### src/rtl/mult32x32_pkg.sv
// Shared types and constants for the 32x32 multiplier front end.
package mult32x32_pkg;

    typedef enum logic [2:0] {
        ST_IDLE,
        ST_LAUNCH,
        ST_WAIT_BUSY,
        ST_WAIT_DONE,
        ST_RESULT
    } front_state_t;

    localparam int unsigned MULT_STEPS      = 8;
    localparam int unsigned DEFAULT_TIMEOUT = 16;

endpackage

### src/rtl/mult32x32_watchdog.sv
// Loadable watchdog counter; expired flags when the count equals LIMIT.
module mult32x32_watchdog #(
    parameter int unsigned CNT_W = 5,
    parameter int unsigned LIMIT = 16
) (
    input  logic             clk,
    input  logic             rst_n,
    input  logic             clr,
    input  logic             en,
    input  logic             load,
    input  logic [CNT_W-1:0] load_val,
    output logic [CNT_W-1:0] count,
    output logic             expired
);

    logic [CNT_W-1:0] count_q, count_d;

    always_comb begin
        count_d = count_q;
        if (clr) begin
            count_d = '0;
        end else if (load) begin
            count_d = load_val;
        end else if (en) begin
            count_d = count_q + 1'b1;
        end
    end

    always_ff @(posedge clk or negedge rst_n) begin
        if (!rst_n) begin
            count_q <= '0;
        end else begin
            count_q <= count_d;
        end
    end

    assign count   = count_q;
    assign expired = (count_q == CNT_W'(LIMIT));

endmodule

### src/rtl/mult32x32_front.sv
// Valid/ready front end for the 32x32 multiplier with a hang watchdog.
// Optional signed operands: define MULT32X32_FRONT_SIGNED_EN.
module mult32x32_front
    import mult32x32_pkg::*;
#(
    parameter int unsigned TIMEOUT_CYCLES = DEFAULT_TIMEOUT,
    parameter int unsigned CNT_W          = 5
) (
    input  logic        clk,
    input  logic        reset,
    input  logic        in_valid,
    output logic        in_ready,
    input  logic [31:0] in_a,
    input  logic [31:0] in_b,
`ifdef MULT32X32_FRONT_SIGNED_EN
    input  logic        in_signed,
`endif
    output logic        mult_start,
    output logic [31:0] mult_a,
    output logic [31:0] mult_b,
    input  logic        mult_busy,
    input  logic [63:0] mult_product,
    output logic        out_valid,
    input  logic        out_ready,
    output logic [63:0] out_product,
    output logic        out_err
);

    front_state_t state_q, state_d;
    logic         in_ready_q, in_ready_d;
    logic         start_q, start_d;
    logic         out_valid_q, out_valid_d;
    logic [31:0]  a_q, a_d, b_q, b_d;
    logic [63:0]  prod_q, prod_d;
    logic         err_q, err_d;
    logic [31:0]  op_a, op_b;
    logic [63:0]  cap_product;
    logic         wd_clr, wd_en, wd_expired;
    logic [CNT_W-1:0] wd_count;

`ifdef MULT32X32_FRONT_SIGNED_EN
    logic neg_q, neg_d, op_neg;

    // Multiplier is unsigned: feed magnitudes, restore the sign on capture.
    assign op_a        = (in_signed && in_a[31]) ? (~in_a + 32'd1) : in_a;
    assign op_b        = (in_signed && in_b[31]) ? (~in_b + 32'd1) : in_b;
    assign op_neg      = in_signed & (in_a[31] ^ in_b[31]);
    assign cap_product = neg_q ? (~mult_product + 64'd1) : mult_product;
`else
    assign op_a        = in_a;
    assign op_b        = in_b;
    assign cap_product = mult_product;
`endif

    mult32x32_watchdog #(
        .CNT_W (CNT_W),
        .LIMIT (TIMEOUT_CYCLES)
    ) u_watchdog (
        .clk      (clk),
        .rst_n    (reset),
        .clr      (wd_clr),
        .en       (wd_en),
        .load     (1'b0),
        .load_val ('0),
        .count    (wd_count),
        .expired  (wd_expired)
    );

    assign wd_clr = (state_q == ST_LAUNCH);
    assign wd_en  = (state_q == ST_WAIT_BUSY) || (state_q == ST_WAIT_DONE);

    always_comb begin
        state_d = state_q;
        a_d     = a_q;
        b_d     = b_q;
        prod_d  = prod_q;
        err_d   = err_q;
`ifdef MULT32X32_FRONT_SIGNED_EN
        neg_d   = neg_q;
`endif
        case (state_q)
            ST_IDLE: begin
                if (in_valid && in_ready_q) begin
                    a_d     = op_a;
                    b_d     = op_b;
`ifdef MULT32X32_FRONT_SIGNED_EN
                    neg_d   = op_neg;
`endif
                    state_d = ST_LAUNCH;
                end
            end
            ST_LAUNCH: state_d = ST_WAIT_BUSY;
            ST_WAIT_BUSY: begin
                // Timeout wins over a busy edge in the same cycle.
                if (wd_expired) begin
                    prod_d  = '0;
                    err_d   = 1'b1;
                    state_d = ST_RESULT;
                end else if (mult_busy) begin
                    state_d = ST_WAIT_DONE;
                end
            end
            ST_WAIT_DONE: begin
                if (wd_expired) begin
                    prod_d  = '0;
                    err_d   = 1'b1;
                    state_d = ST_RESULT;
                end else if (!mult_busy) begin
                    prod_d  = cap_product;
                    err_d   = 1'b0;
                    state_d = ST_RESULT;
                end
            end
            ST_RESULT: begin
                if (out_ready) begin
                    state_d = ST_IDLE;
                end
            end
            default: state_d = ST_IDLE;
        endcase

        // Handshake outputs are registered versions of the next state.
        in_ready_d  = (state_d == ST_IDLE);
        start_d     = (state_d == ST_LAUNCH);
        out_valid_d = (state_d == ST_RESULT);
    end

    always_ff @(posedge clk or negedge reset) begin
        if (!reset) begin
            state_q     <= ST_IDLE;
            in_ready_q  <= 1'b1;
            start_q     <= 1'b0;
            out_valid_q <= 1'b0;
            a_q         <= '0;
            b_q         <= '0;
            prod_q      <= '0;
            err_q       <= 1'b0;
`ifdef MULT32X32_FRONT_SIGNED_EN
            neg_q       <= 1'b0;
`endif
        end else begin
            state_q     <= state_d;
            in_ready_q  <= in_ready_d;
            start_q     <= start_d;
            out_valid_q <= out_valid_d;
            a_q         <= a_d;
            b_q         <= b_d;
            prod_q      <= prod_d;
            err_q       <= err_d;
`ifdef MULT32X32_FRONT_SIGNED_EN
            neg_q       <= neg_d;
`endif
        end
    end

    assign in_ready    = in_ready_q;
    assign mult_start  = start_q;
    assign mult_a      = a_q;
    assign mult_b      = b_q;
    assign out_valid   = out_valid_q;
    assign out_product = prod_q;
    assign out_err     = err_q;

endmodule

### config.mk
export PLATFORM = sky130hd
export DESIGN_NAME = mult32x32_front
export DESIGN_NICKNAME = d
export VERILOG_FILES = /design/src/rtl/mult32x32_pkg.sv /design/src/rtl/mult32x32_watchdog.sv /design/src/rtl/mult32x32_front.sv
export SDC_FILE = /design/constraint.sdc
export NUM_CORES = 1
export LEC_CHECK = 0
export CAP_MARGIN = 10
export CORE_ASPECT_RATIO = 0.5
export CORE_UTILIZATION = 44
export CTS_BUF_LIST = sky130_fd_sc_hd__clkbuf_16
export DETAILED_ROUTE_END_ITERATION = 10
export PLACE_DENSITY = 0.87
export SYNTH_ARGS = -nofsm -noshare
export SYNTH_HDL_FRONTEND = slang
export SYNTH_SLANG_ARGS = --single-unit
### constraint.sdc
create_clock -name clk -period 3.5 [get_ports clk]
set_clock_uncertainty 0.1 [all_clocks]
set_input_delay 0.875 -clock clk [delete_from_list [all_inputs] [get_ports clk]]
set_output_delay 0.875 -clock clk [all_outputs]
set_load 0.02 [all_outputs]
Yosys cells after proc, flatten, opt, wreduce, memory -nomap -nowiden
Cells that the tools add are included.
- bits in latches: 0
- memory bits (writable): 0
- output and inout bits: 132
- bits in registers: 140
- memories kept: 0
- ROM bits: 0
- bits of input ports: 133
- divide/modulo/power cells: 0
- reduce and logical (&&, ||, !) cells: 8
- $add $sub $neg: 1
- shift operators: 0
- bitwise logic cells: 0
- muxes and demuxes: 17
- magnitude comparators: 0
- multiply operators: 0
- equal/unequal tests: 9
- operators by type and width (cell ; count):
    2-to-1 mux 64 bit ; 3
    case mux 64 bit (2 select lines) ; 1
    2-to-1 mux 3 bit ; 6
    case mux 3 bit (5 select lines) ; 1
    2-to-1 mux 5 bit ; 2
    equality test 3 x 1 -> 1 bit, second input constant ; 2
    equality test 3 x 2 -> 1 bit, second input constant ; 2
    equality test 3 bit, second input constant ; 2
    logical NOT 3 bit ; 2
    adder 5 x 1 -> 5 bit, second input constant ; 1
    equality test 5 bit, second input constant ; 1
    nonzero test 2 bit ; 2
    2-to-1 mux 1 bit ; 3
    != test 3 x 2 -> 1 bit, second input constant ; 1
    AND reduction 3 bit ; 1
    != test 2 x 1 -> 1 bit, second input constant ; 1
    case mux 1 bit (2 select lines) ; 1
    AND reduction 2 bit ; 1
    logical AND 1 bit ; 1
    logical OR 1 bit ; 1

Longest topological paths before layout
- depth after elaboration: 4
- gate-level depth with buffers: 7
- depth with buffers taken out: 5

Hierarchy
A second synthesis with hierarchy kept.
- cell total of the unflattened synthesis: 467
- area, all modules: 5990.7 um2
- by module, submodules not included (module ; cells each ; instances ; sequential area each (um2) ; area an instance (um2)):
    mult32x32_front ; 434 ; 1 ; 3379.5 ; 5680.4
    mult32x32_watchdog ; 33 ; 1 ; 125.1 ; 310.3

Worst setup path before layout
Ideal clock, no wire load.
- path type: in2reg
- start: input in_valid
- end: register a_q[26] (netlist: mult_a[26])
- arrival: 1.758 ns
- slack: 1.517 ns
- data required time: 3.275 ns
- cell stages on the path: 5
- buffers on the path: 3
- cell sequence: and4_4 buf_6 buf_6 buf_8 mux2_4
- cells in the longest elaborated chain, start to end: 2
- RTL lines (what ; RTL line ; RTL):
    from (decl) ; mult32x32_front.sv:11 ; input logic in_valid,
    logical AND 1 bit ; mult32x32_front.sv:83 ; if (in_valid && in_ready_q) begin
    AND reduction 2 bit (no source line) ; -- ;
    to (signal assigned) ; mult32x32_front.sv:134 ; a_q <= '0;
    to (signal assigned) ; mult32x32_front.sv:146 ; a_q <= a_d;
    to (decl) ; mult32x32_front.sv:33 ; logic [31:0] a_q, a_d, b_q, b_d;
Every way passes these cells.
A chain may end at the register's enable or synchronous reset.

Worst setup path after layout
- start: register in_ready_q (netlist: in_ready)
- end: output in_ready
- RTL lines (what ; RTL line ; RTL):
    from (decl) ; mult32x32_front.sv:30 ; logic in_ready_q, in_ready_d;
    from (signal assigned) ; mult32x32_front.sv:143 ; in_ready_q <= in_ready_d;
    to (decl) ; mult32x32_front.sv:12 ; output logic in_ready,
No word-level cell between the ends.

==> results.md <==
* Outcome: finished, final reports clean
* Count of final setup violators at 0
* Pre-CTS setup slack at 737 ps
* Via density at 4.99
* YS warnings at 0
* Max-slew violations at 0
* Post-synth top area share at 64.1%
* Num CTS Buffers at 17
* Placed standard-cell area at a little over 0.008 mm^2
* Worst Slack Setup Final at 1000 ps
* Largest net degree at the start of global routing at 98
* DRT iter0 DRCs at 201
* Clock buffer depth at 2
* Instance count of the mapped netlist at about 330
* H-tree depth at 4
* Total Nets Final at 734
* Critical-path cell list: clkdlybuf4s50_1
* Total GRT Usage at between 20 and 25%
* Yosys reg bits at 140
* Net switching power at 2.90 mW
* Max-cap violations at 0
* Async S/R FF share, synth at 100%
* # resized after CTS at 0
* Die height at 80.5 um
* Setup TNS at 0 ps
* CP max stage cell: clkdlybuf4s50_1
* Global placement routability congestion at around 0.77
* Cell Pwr Density at 968 mW/mm^2
* Worst path buffer plus inverter count at 1
* Site Rows at 28
* Root Driver: clkbuf_16
* Setup Buffers After CTS at 0
* Final ANT Viol Nets at 0
* Crit path max fanout at 2
* Number of flops mapped to enable cells by yosys at 0
* Die ar. at 0.0128 mm^2
* Critical Path End Type: primary output
* DRC at 0
* Measured slew at the worst slew-check pin at 918 ps
* Non-Filler Instances at 776
* Most frequent cell after synthesis: dfrtp_1
* FMAX at 0.400 GHz
* Initial antenna violation count at 0
* Relative slew margins at 38.8%
* Clock Latency Late Sink at about 400 ps
* Peak VDD IR at roughly 0.42 mV
* Pint at about 5.5 mW
* Total grt overflow at 0
* I/O pin count at 265
* Core region area at 0.0119 mm^2
* Placed insts at 745
* Reg2Reg Setup Slack at 1410 ps
* Synthesized area at ~0.0054 mm^2
* Worst Hold Class: flip-flop to flip-flop
* TritonCTS clock tree: yes
* WP data arrival at 1520 ps
* CP peak stage delay at 600 ps
* Tmin final at 2500 ps
* PortBufs at 264
* Final wirelength at between 10000 and 15000 um
* Wirelength per Cell at ~18 um
* Worst path required time at 2520 ps
* Die W at 159 um
* Top delay family on crit path: buffers and inverters
* Layout cells sized above 1 at 17.3%
* Vias in the first global route at 4148
* Final worst path period share at about 71%
* RSZ-0062 raised after global routing: no
* Initial core utilization at 45.6%
* Mean Syn Cell Area at 16.3 um^2
* Area grow syn2layout at 59.5%
* Clock slew at reported path FFs at 50 ps
* Synthesized Nets at about 470
* Routed vias at slightly below 4000
* CP Class: flip-flop to primary output
* Filler Cells Inserted at approximately 800
* # hold bufs at CTS at 0
* Commonest cells in the netlist: 139 x dfrtp_1, 65 x a22o_1, 37 x mux2_2
* Unique masters post-synth at 31
* Antenna cells at 0
* Synth area leader: dfrtp_1
* Clk pwr share at 19.2%
* Detailed placer's ending HPWL at 10000 um
* Hold Vio Cnt, Final at 0
* First-pass GRT wire length at 21500 um
* Synth Flop Type: dfrtp_1
* Design area at 0.00865 mm^2
* CTS sink cnt at 140
* Sw frac at between 30% and 40%
* Comb pwr share at 46.7%
* Flop pwr share at 34.1%
* Post-synthesis sequential area ratio at 64.6%
* First-pass DRT Iterations at 4
* Synth area leaders: dfrtp_1 64%, a22o_1 10%, mux2_2 7.7%
* Pleak at roughly 3.7 nW
* Worst setup SP type: flip-flop
-- layer usage --
layer	global-route usage (%)	routed length, um
met1	26.0	5750
met2	39.7	7550
met3	4.75	542
met4	8.46	278
met5	0	0
-- flip-flops by register name, summed over array words and instances (netlist names) --
signal	cells
in_ready	1
mult_a	32
mult_b	32
mult_start	1
out_err	1
out_product	64
out_valid	1
state_q	3
u_watchdog.count	5
-- logic make-up after synthesis --
| logic type | Yosys count | share of synthesized area (%) |
|---|---|---|
| adders and majority gates | 2 | 0.461 |
| AOI/OAI and AO/OA | 77 | 12.2 |
| and+or+nand+nor | 23 | 2.72 |
| DFF | 140 | 64.6 |
| buffers and inverters | 26 | 4.70 |
| muxes | 65 | 15.3 |
-- final timing paths --
| check | cells past startpoint | startpoint | end |
|---|---|---|---|
| max | 1 | in_ready$_DFF_PN1_ | in_ready |
| min | 1 | out_product[61]$_DFFE_PN0P_ | out_product[61]$_DFFE_PN0P_ |
| max reg2reg | 6 | u_watchdog.count[0]$_DFFE_PN0P_ | out_product[45]$_DFFE_PN0P_ |
| min reg2reg | 1 | out_product[61]$_DFFE_PN0P_ | out_product[61]$_DFFE_PN0P_ |
| max in group asynchronous | 2 | reset | u_watchdog.count[2]$_DFFE_PN0P_ |
| min in group asynchronous | 1 | reset | mult_b[18]$_DFFE_PN0P_ |
-- stage by stage --
step / hold slack [ps] / utilization (%) / power [mW]
CTS: 399 / 72.7 / 8.46
finish: 400 / 72.7 / 8.38
floorplan: 353 / - / 4.91
global route: 416 / 72.7 / 8.77
detailed placement: 385 / 68.2 / 6.78
global placement: 376 / 68.2 / 6.68
-- placed cells by master, fill, tap and decap left out, drive strengths merged --
cell	count
clkdlybuf4s50	263
dfrtp	139
a22o	65
mux2	64
clkbuf	17
clkinv	8
buf	7
nand2b	6
nand2	6
inv	5
o21ai	4
clkinvlp	3
nor2	3
nand3	2
a41oi	2
a31oi	2
ha	2
nor4	1
nor2b	1
and4bb	1
and2b	1
and4	1
a21o	1
o32ai	1
a2111oi	1
nor3	1
o21bai	1
mux2i	1
bufinv	1
dfstp	1
-- cell type report --
cell class	count	area [um^2]	share of cell area, %
sequential	140	3500	40.5
tap	165	206	2.39
inverter	3	11.3	0.130
timing repair buffer	270	2730	31.5
clock inverter	14	106	1.23
clock buffer	17	425	4.92
multi-input combinational	167	1670	19.3
-- power groups by stage --
stage	Sequential [mW]	Clock [mW]	Combinational, mW
6_report	2.86	1.61	3.91
2_1_floorplan	3.68	0	1.23
4_1_cts	2.87	1.65	3.94
3_3_place_gp	2.84	0	3.84
3_5_place_dp	2.86	0	3.93
5_1_grt	2.96	1.72	4.09
No activity file was read; power rests on OpenSTA's default activity.
